**config.mk**
```make
export PLATFORM = sky130hd
export DESIGN_NAME = twiddle_mult_seq
export DESIGN_NICKNAME = d
export VERILOG_FILES = /design/src/rtl/fft_pkg.sv /design/src/rtl/twiddle_mult_seq_cmul.sv /design/src/rtl/twiddlefactors_128.sv /design/src/rtl/twiddle_mult_seq.sv
export SDC_FILE = /design/constraint.sdc
export NUM_CORES = 2
export LEC_CHECK = 0
export CORE_ASPECT_RATIO = 1.5
export CORE_UTILIZATION = 31
export CTS_BUF_LIST = sky130_fd_sc_hd__clkbuf_4 sky130_fd_sc_hd__clkbuf_8
export CTS_CLUSTER_SIZE = 20
export DETAILED_ROUTE_END_ITERATION = 12
export SLEW_MARGIN = 20
export SYNTH_ARGS = -nofsm -noshare
export SYNTH_HDL_FRONTEND = slang
export SYNTH_HIERARCHICAL = 1
export SYNTH_SLANG_ARGS = --single-unit
```
**constraint.sdc**
```tcl
create_clock -name clk -period 7.6 [get_ports clk]
set_clock_uncertainty 0.15 [all_clocks]
set_input_delay 1.52 -clock clk [delete_from_list [all_inputs] [get_ports clk]]
set_output_delay 1.52 -clock clk [all_outputs]
set_load 0.01 [all_outputs]
```
**src/rtl/fft_pkg.sv**
```systemverilog
// Shared FFT constants, the packed twiddle word format and the per-stage twiddle address rule.
package fft_pkg;

  localparam int FFT_N     = 128;
  localparam int FFT_LOG2N = 7;
  localparam int TW_W      = 8;
  localparam int TW_FRAC   = 6;
  localparam int TW_ADDR_W = 6;

  localparam logic [2:0]           LAST_STAGE = 3'(FFT_LOG2N - 1);
  localparam logic [TW_ADDR_W-1:0] J_LAST     = TW_ADDR_W'(FFT_N / 2 - 1);

  typedef struct packed {
    logic signed [TW_W-1:0] re;
    logic signed [TW_W-1:0] im;
  } tw_t;

  function automatic logic [2*TW_W-1:0] tw_pack(input tw_t w);
    return {w.re, w.im};
  endfunction

  function automatic tw_t tw_unpack(input logic [2*TW_W-1:0] p);
    tw_t w;
    w.re = p[2*TW_W-1:TW_W];
    w.im = p[TW_W-1:0];
    return w;
  endfunction

  // k = (j mod 2^s) * 2^(6-s); at s=6 the mask wraps to all ones.
  function automatic logic [TW_ADDR_W-1:0] tw_addr(input logic [2:0] s,
                                                   input logic [TW_ADDR_W-1:0] j);
    logic [TW_ADDR_W-1:0] mask;
    mask = (TW_ADDR_W'(1) << s) - TW_ADDR_W'(1);
    return (j & mask) << (3'd6 - s);
  endfunction

endpackage

```
**src/rtl/twiddle_mult_seq_cmul.sv**
```systemverilog
// Combinational complex multiply x*W (or x*conj(W)) with Q1.6 twiddle, optional rounding, saturation.
module cmul_q6
  import fft_pkg::*;
#(
  parameter int DW     = 16,
  parameter int RND_EN = 1
) (
  input  logic signed [DW-1:0]   xr_i,
  input  logic signed [DW-1:0]   xi_i,
  input  logic signed [TW_W-1:0] wr_i,
  input  logic signed [TW_W-1:0] wi_i,
  input  logic                   inv_i,
  output logic signed [DW-1:0]   yr_o,
  output logic signed [DW-1:0]   yi_o
);

  localparam int PW = DW + TW_W;
  localparam int SW = PW + 1;
  localparam logic signed [SW-1:0] RND_C = SW'((RND_EN != 0) ? (1 << (TW_FRAC - 1)) : 0);
  localparam logic signed [SW-1:0] MAXV  = SW'((1 << (DW - 1)) - 1);
  localparam logic signed [SW-1:0] MINV  = SW'(-(1 << (DW - 1)));

  function automatic logic signed [DW-1:0] sat(input logic signed [SW-1:0] v);
    if (v > MAXV)      return {1'b0, {(DW-1){1'b1}}};
    else if (v < MINV) return {1'b1, {(DW-1){1'b0}}};
    else               return v[DW-1:0];
  endfunction

  logic signed [TW_W-1:0] wi_e;
  logic signed [PW-1:0]   p_rr, p_ii, p_ri, p_ir;
  logic signed [SW-1:0]   sr, si;

  always_comb begin
    // -(-64) = +64 still fits the 8-bit twiddle range
    wi_e = inv_i ? -wi_i : wi_i;
    p_rr = PW'(xr_i) * PW'(wr_i);
    p_ii = PW'(xi_i) * PW'(wi_e);
    p_ri = PW'(xr_i) * PW'(wi_e);
    p_ir = PW'(xi_i) * PW'(wr_i);
    sr   = SW'(p_rr) - SW'(p_ii) + RND_C;
    si   = SW'(p_ri) + SW'(p_ir) + RND_C;
    yr_o = sat(sr >>> TW_FRAC);
    yi_o = sat(si >>> TW_FRAC);
  end

endmodule

```
**src/rtl/twiddlefactors_128.sv**
```systemverilog
// 64-entry twiddle ROM for a 128-point FFT: W_k = exp(-j*2*pi*k/128) in Q1.6, registered output.
module twiddlefactors_128
  import fft_pkg::*;
(
  input  logic                   clk,
  input  logic [TW_ADDR_W-1:0]   addr,
  output logic [2*TW_W-1:0]      tf_out
);

  // round(64*cos(pi*i/64)) for i = 32 down to 0; the quadrant symmetry rebuilds the rest.
  localparam logic [33*8-1:0] COS_TBL = {
    8'd0,  8'd3,  8'd6,  8'd9,  8'd12, 8'd16, 8'd19, 8'd22, 8'd24, 8'd27, 8'd30,
    8'd33, 8'd36, 8'd38, 8'd41, 8'd43, 8'd45, 8'd47, 8'd49, 8'd51, 8'd53, 8'd55,
    8'd56, 8'd58, 8'd59, 8'd60, 8'd61, 8'd62, 8'd63, 8'd63, 8'd64, 8'd64, 8'd64
  };

  function automatic logic signed [TW_W-1:0] cos_q6(input logic [5:0] i);
    return signed'(COS_TBL[{i, 3'b000} +: 8]);
  endfunction

  tw_t        w;
  logic [5:0] m;

  always_comb begin
    m = {1'b0, addr[4:0]};
    if (!addr[5]) begin
      w.re = cos_q6(m);
      w.im = -cos_q6(6'd32 - m);
    end else begin
      w.re = -cos_q6(6'd32 - m);
      w.im = -cos_q6(m);
    end
  end

  always_ff @(posedge clk) tf_out <= tw_pack(w);

endmodule

```
**src/rtl/twiddle_mult_seq.sv**
```systemverilog
// Twiddle multiply stage of the radix-2 DIT FFT: tags each lower-leg sample with (stage, j),
// fetches W from the registered ROM and emits x*W two cycles after acceptance.
module twiddle_mult_seq
  import fft_pkg::*;
#(
  parameter int DW     = 16,
  parameter int RND_EN = 1
) (
  input  logic                 clk,
  input  logic                 rst,
  input  logic                 clr,
  input  logic                 in_valid,
  output logic                 in_ready,
  input  logic signed [DW-1:0] in_re,
  input  logic signed [DW-1:0] in_im,
  input  logic                 in_inv,
  output logic                 out_valid,
  input  logic                 out_ready,
  output logic signed [DW-1:0] out_re,
  output logic signed [DW-1:0] out_im,
  output logic [2:0]           out_stage,
  output logic [5:0]           out_idx,
  output logic                 out_last
);

  typedef struct packed {
    logic signed [DW-1:0] re;
    logic signed [DW-1:0] im;
    logic                 inv;
    logic [2:0]           s;
    logic [5:0]           j;
    logic                 last;
  } stage_a_t;

  logic [2:0]           s_q, s_d;
  logic [5:0]           j_q, j_d;
  logic                 pipe_en, accept, last_cur;
  logic [TW_ADDR_W-1:0] k_cur, rom_addr, k_held_q;
  logic [2*TW_W-1:0]    tf_out;
  tw_t                  w;
  stage_a_t             a_q, a_d;
  logic [1:0]           vld_pipe_q;
  logic signed [DW-1:0] mul_re, mul_im;
  logic signed [DW-1:0] o_re_q, o_im_q;
  logic [2:0]           o_s_q;
  logic [5:0]           o_j_q;
  logic                 o_last_q;

  always_comb begin
    pipe_en  = !vld_pipe_q[1] || out_ready;
    in_ready = pipe_en && !clr;
    accept   = in_valid && in_ready;
    last_cur = (s_q == LAST_STAGE) && (j_q == J_LAST);
    k_cur    = tw_addr(s_q, j_q);
    // The ROM has no enable, so during a stall it re-reads the address of the held sample.
    rom_addr = pipe_en ? k_cur : k_held_q;

    s_d = s_q;
    j_d = j_q;
    if (clr) begin
      s_d = '0;
      j_d = '0;
    end else if (accept) begin
      j_d = j_q + 6'd1;
      if (j_q == J_LAST) s_d = last_cur ? 3'd0 : s_q + 3'd1;
    end

    a_d = a_q;
    if (accept) a_d = '{re: in_re, im: in_im, inv: in_inv, s: s_q, j: j_q, last: last_cur};
  end

  twiddlefactors_128 u_rom (
    .clk    (clk),
    .addr   (rom_addr),
    .tf_out (tf_out)
  );

  assign w = tw_unpack(tf_out);

  cmul_q6 #(.DW(DW), .RND_EN(RND_EN)) u_cmul (
    .xr_i  (a_q.re),
    .xi_i  (a_q.im),
    .wr_i  (w.re),
    .wi_i  (w.im),
    .inv_i (a_q.inv),
    .yr_o  (mul_re),
    .yi_o  (mul_im)
  );

  always_ff @(posedge clk or posedge rst) begin
    if (rst) begin
      s_q        <= '0;
      j_q        <= '0;
      k_held_q   <= '0;
      a_q        <= '0;
      vld_pipe_q <= '0;
      o_re_q     <= '0;
      o_im_q     <= '0;
      o_s_q      <= '0;
      o_j_q      <= '0;
      o_last_q   <= 1'b0;
    end else begin
      s_q      <= s_d;
      j_q      <= j_d;
      k_held_q <= rom_addr;
      a_q      <= a_d;
      if (clr)          vld_pipe_q <= '0;
      else if (pipe_en) vld_pipe_q <= {vld_pipe_q[0], accept};
      if (pipe_en && vld_pipe_q[0]) begin
        o_re_q   <= mul_re;
        o_im_q   <= mul_im;
        o_s_q    <= a_q.s;
        o_j_q    <= a_q.j;
        o_last_q <= a_q.last;
      end
    end
  end

  assign out_valid = vld_pipe_q[1];
  assign out_re    = o_re_q;
  assign out_im    = o_im_q;
  assign out_stage = o_s_q;
  assign out_idx   = o_j_q;
  assign out_last  = o_last_q;

endmodule

```
==> results.sh <==
export IMPL_outcome="completed"
export IMPL_num_vias=18600
export IMPL_overflow=0
export IMPL_antenna_found_initial=2
export IMPL_holdBufCountCts=0
export IMPL_yosys_area_share_adder_pct=47.78
export IMPL_drv_cap=0
export IMPL_critical_path_at_ps=7690
export IMPL_synth_simple_gate_area_share_pct=17.13
export IMPL_clkTransAtPathRegs_ps=90
export IMPL_critical_path_buffer_and_inverter_count=6
export IMPL_layout_cells_non_filler=3932
export IMPL_hold_path_depth=2
export IMPL_synth_cell_area_sq_um=25270
export IMPL_synth_compound_area_share_pct=6.545
export IMPL_cts_max_path_buffers=2
export IMPL_finalNetCount=3587
export IMPL_rows=127
export IMPL_tritoncts_num_sinks=118
export IMPL_post_synth_num_cell_types=91
export IMPL_vias_per_cell=4.729
export IMPL_setup_repair_after_global_routing_missed_its_margin="true"
export IMPL_core_sq_um=80250
export IMPL_dpl_cell_count=3877
export IMPL_timing_final_crit_share_pct=97.64
export IMPL_main_combinational_cell_family_by_area_after_synthesis="adder cells"
export IMPL_crit_type="flip-flop to flip-flop"
export IMPL_io_pins=82
export IMPL_floorplan_die_height_microns=351.7
export IMPL_drt_iter0_drc=870
export IMPL_kind_of_start_point_of_the_critical_path="flip-flop"
export IMPL_clk_root_buffer_cell="sky130_fd_sc_hd__clkbuf_8"
export IMPL_avgSynthCellArea_sq_um=9.140
export IMPL_post_drt_wl_per_cell_microns=16.52
export IMPL_synth_xor_area_share_pct=2.871
export IMPL_placement_io_buffers=81
export IMPL_postSynth_topFlopCell="sky130_fd_sc_hd__dfrtp_1"
export IMPL_cpMaxStageDelayCell="sky130_fd_sc_hd__fa_1"
export IMPL_final_design_area_no_fill_sq_um=28880
export IMPL_pin_count_of_the_biggest_net_entering_global_routing=54
export IMPL_final_cell_mix="599 x sky130_fd_sc_hd__inv_1, 493 x sky130_fd_sc_hd__fa_1, 388 x sky130_fd_sc_hd__nand2_1"
export IMPL_worst_hold_startpoint="a_q[4]"
export IMPL_drt_pass1_iterations=5
export IMPL_finalSetupViolCount=0
export IMPL_crit_path_max_fanout=15
export IMPL_areaGrowthSynthToFinish_pct=14.29
export IMPL_timing_critical_path_slowest_cell_delay_ps=550
export IMPL_min_path_type="flip-flop to flip-flop"
export IMPL_mostFrequentLayoutCell="sky130_fd_sc_hd__inv_1"
export IMPL_hold_viol=0
export IMPL_die_width_microns=235.1
export IMPL_clk_insertion_delay_late_ps=570
export IMPL_grt_pass1_vias=20280
export IMPL_synthesis_nets=3467
export IMPL_regToRegStartpoint="u_rom/tf_out[3]"
export IMPL_drcViolationCount=0
export IMPL_r2r_setup_slack_ps=180
export IMPL_fin_crit_ps=7421
export IMPL_slew_limit_headroom_pct=34.21
export IMPL_fmax_ghz=0.1348
export IMPL_number_of_enable_flip_flop_cells_after_synthesis=0
export IMPL_grt_usage_pct=16.61
export IMPL_cpMostUsedCell="sky130_fd_sc_hd__fa_1"
export IMPL_finalMaxSlewViolations=0
export IMPL_ff2ff_path_depth=26
export IMPL_ys_seq_area_share_pct=11.37
export IMPL_cts_tree="yes"
export IMPL_max_slew_worst_pin_slew_ps=986.9
export IMPL_grt_first_pass_wirelength_microns=106500
export IMPL_layout_drive_gt1_share_pct=11.53
export IMPL_worst_setup_path_end_kind="flip-flop"
export IMPL_crit_family="adder cells"
export IMPL_hpwl_microns=52720
export IMPL_initial_core_util_pct=31.49
export IMPL_holdPathEnd="a_q[4]"
export IMPL_ys_warnings_count=6
export IMPL_cts_inserted_buffers=17
export IMPL_r2r_end="out_im[6]"
export IMPL_post_synthesis_sequential_element_count=118
export IMPL_place_gp_congestion=0.8688
export IMPL_area_after_detailed_placement_sq_um=27940
export IMPL_ctsHtreeMaxLevel=4
export IMPL_post_synthesis_mux_area_share_pct=2.842
export IMPL_detail_route_wirelength_microns=64960
export IMPL_async_reset_ff_share_pct=86.44
export IMPL_crit_required_ps=7870
export IMPL_die_area_sq_um=82690
export IMPL_antenna_violating_nets_post_route=0
export IMPL_synthesis_instances=2765
[state kept, by name, indices dropped and copies added, names as in the netlist]
register      flops
u_rom/tf_out     16
out_im           16
vld_pipe_q        2
out_re           16
s_q               3
a_q              43
out_last          1
k_held_q          6
j_q               6
out_stage         3
out_idx           6
[worst max-delay path by stage]
stage	startpoint	to	cells past startpoint
final	u_rom/tf_out[3]	out_im[6]	26
after CTS	u_rom/tf_out[0]	out_im[6]	28
after detailed placement	u_rom/tf_out[0]	out_im[5]	25
after floorplan	u_rom/tf_out[0]	out_re[8]	26
after global routing	u_rom/tf_out[0]	out_im[6]	31
after global placement	u_rom/tf_out[0]	out_re[1]	24
[worst reg2reg max path, stage by stage (launching register included)]
cell and delay (ps):
sky130_fd_sc_hd__dfxtp_1 310, sky130_fd_sc_hd__or3_4 410, sky130_fd_sc_hd__o31ai_4 270, sky130_fd_sc_hd__xor2_2 120
sky130_fd_sc_hd__buf_12 160, sky130_fd_sc_hd__or2_2 290, sky130_fd_sc_hd__fa_1 550, sky130_fd_sc_hd__inv_1 60
sky130_fd_sc_hd__fa_1 520, sky130_fd_sc_hd__fa_1 450, sky130_fd_sc_hd__fa_1 540, sky130_fd_sc_hd__fa_1 510
sky130_fd_sc_hd__inv_1 50, sky130_fd_sc_hd__fa_1 480, sky130_fd_sc_hd__inv_1 60, sky130_fd_sc_hd__ha_4 220
sky130_fd_sc_hd__and3_1 190, sky130_fd_sc_hd__and3_1 190, sky130_fd_sc_hd__a32oi_2 230, sky130_fd_sc_hd__nor3_2 100
sky130_fd_sc_hd__o21ai_2 220, sky130_fd_sc_hd__mux2i_2 260, sky130_fd_sc_hd__buf_4 140, sky130_fd_sc_hd__o22ai_1 70
sky130_fd_sc_hd__bufbuf_16 280, sky130_fd_sc_hd__a31o_2 240, sky130_fd_sc_hd__mux2_2 250
[synth_stat cells (17+ instances only)]
cell,count,area (sq um)
sky130_fd_sc_hd__inv_1,603,2263
sky130_fd_sc_hd__fa_1,502,10050
sky130_fd_sc_hd__nand2_1,389,1460
sky130_fd_sc_hd__and2_1,215,1345
sky130_fd_sc_hd__ha_1,162,2027
sky130_fd_sc_hd__dfrtp_1,102,2552
sky130_fd_sc_hd__clkbuf_1,94,352.8
sky130_fd_sc_hd__nor2_1,79,296.5
sky130_fd_sc_hd__xnor2_1,55,481.7
sky130_fd_sc_hd__nand2b_1,45,281.5
sky130_fd_sc_hd__mux2_2,44,495.5
sky130_fd_sc_hd__a21o_1,39,292.8
sky130_fd_sc_hd__a21oi_1,39,195.2
sky130_fd_sc_hd__nor2b_1,39,244.0
sky130_fd_sc_hd__o21ai_0,37,185.2
sky130_fd_sc_hd__xor2_1,21,183.9
sky130_fd_sc_hd__nand3_1,20,100.1
sky130_fd_sc_hd__buf_2,17,85.08
[final cells by class]
| class | instances | area (sq um) |
|---|---|---|
| antenna | 2 | 5.005 |
| clock buffer | 18 | 241.5 |
| clock inverter | 14 | 190.2 |
| fill | 8081 | 51360 |
| inverter | 606 | 2277 |
| multi-input combinational | 1910 | 19850 |
| sequential | 118 | 2874 |
| tap | 1032 | 1291 |
| timing repair buffer | 232 | 2152 |
[routing by layer]
metal,vias up,track usage [%],share of wire [%]
li1,8537,-,-
met1,9543,18.10,38
met2,397,32.54,56
met3,118,1.401,2.8
met4,0,7.156,3.8
met5,-,0,0
[metrics by stage]
| stage | setup TNS, ps | worst slack, ps | util [%] | hold WS, ps |
|---|---|---|---|---|
| after floorplan | 0 | 49.78 | - | 292.0 |
| after global placement | -855.7 | -113.7 | 34.82 | 312.7 |
| after detailed placement | -3361 | -221.7 | 34.82 | 311.6 |
| after CTS | 0 | 11.48 | 35.43 | 339.0 |
| after global routing | -828.1 | -104.2 | 35.99 | 355.4 |
| final | 0 | 179.0 | 35.99 | 331.3 |
[kinds of logic after synthesis]
logic type                 after synthesis
xor gates and xnor gates                79
DFF                                    118
and+or+nand+nor                        873
adders and majority gates              664
muxes                                   63
AOI/OAI and AO/OA                      231
buffers and inverters                  737
[what timing repair did]
item / in CTS / in global routing
gates resized for setup: 8 / 46
hold endpoints to repair: 0 / 0
endpoints found under the setup margin: 30 / 30
cloned: 0 / 1
buffers inserted: 1 / 19
pin swaps: 3 / 39
Power is left out: the tool's default activity adds up to more than one toggle a clock period on the data nets, which glitch-free logic cannot reach.
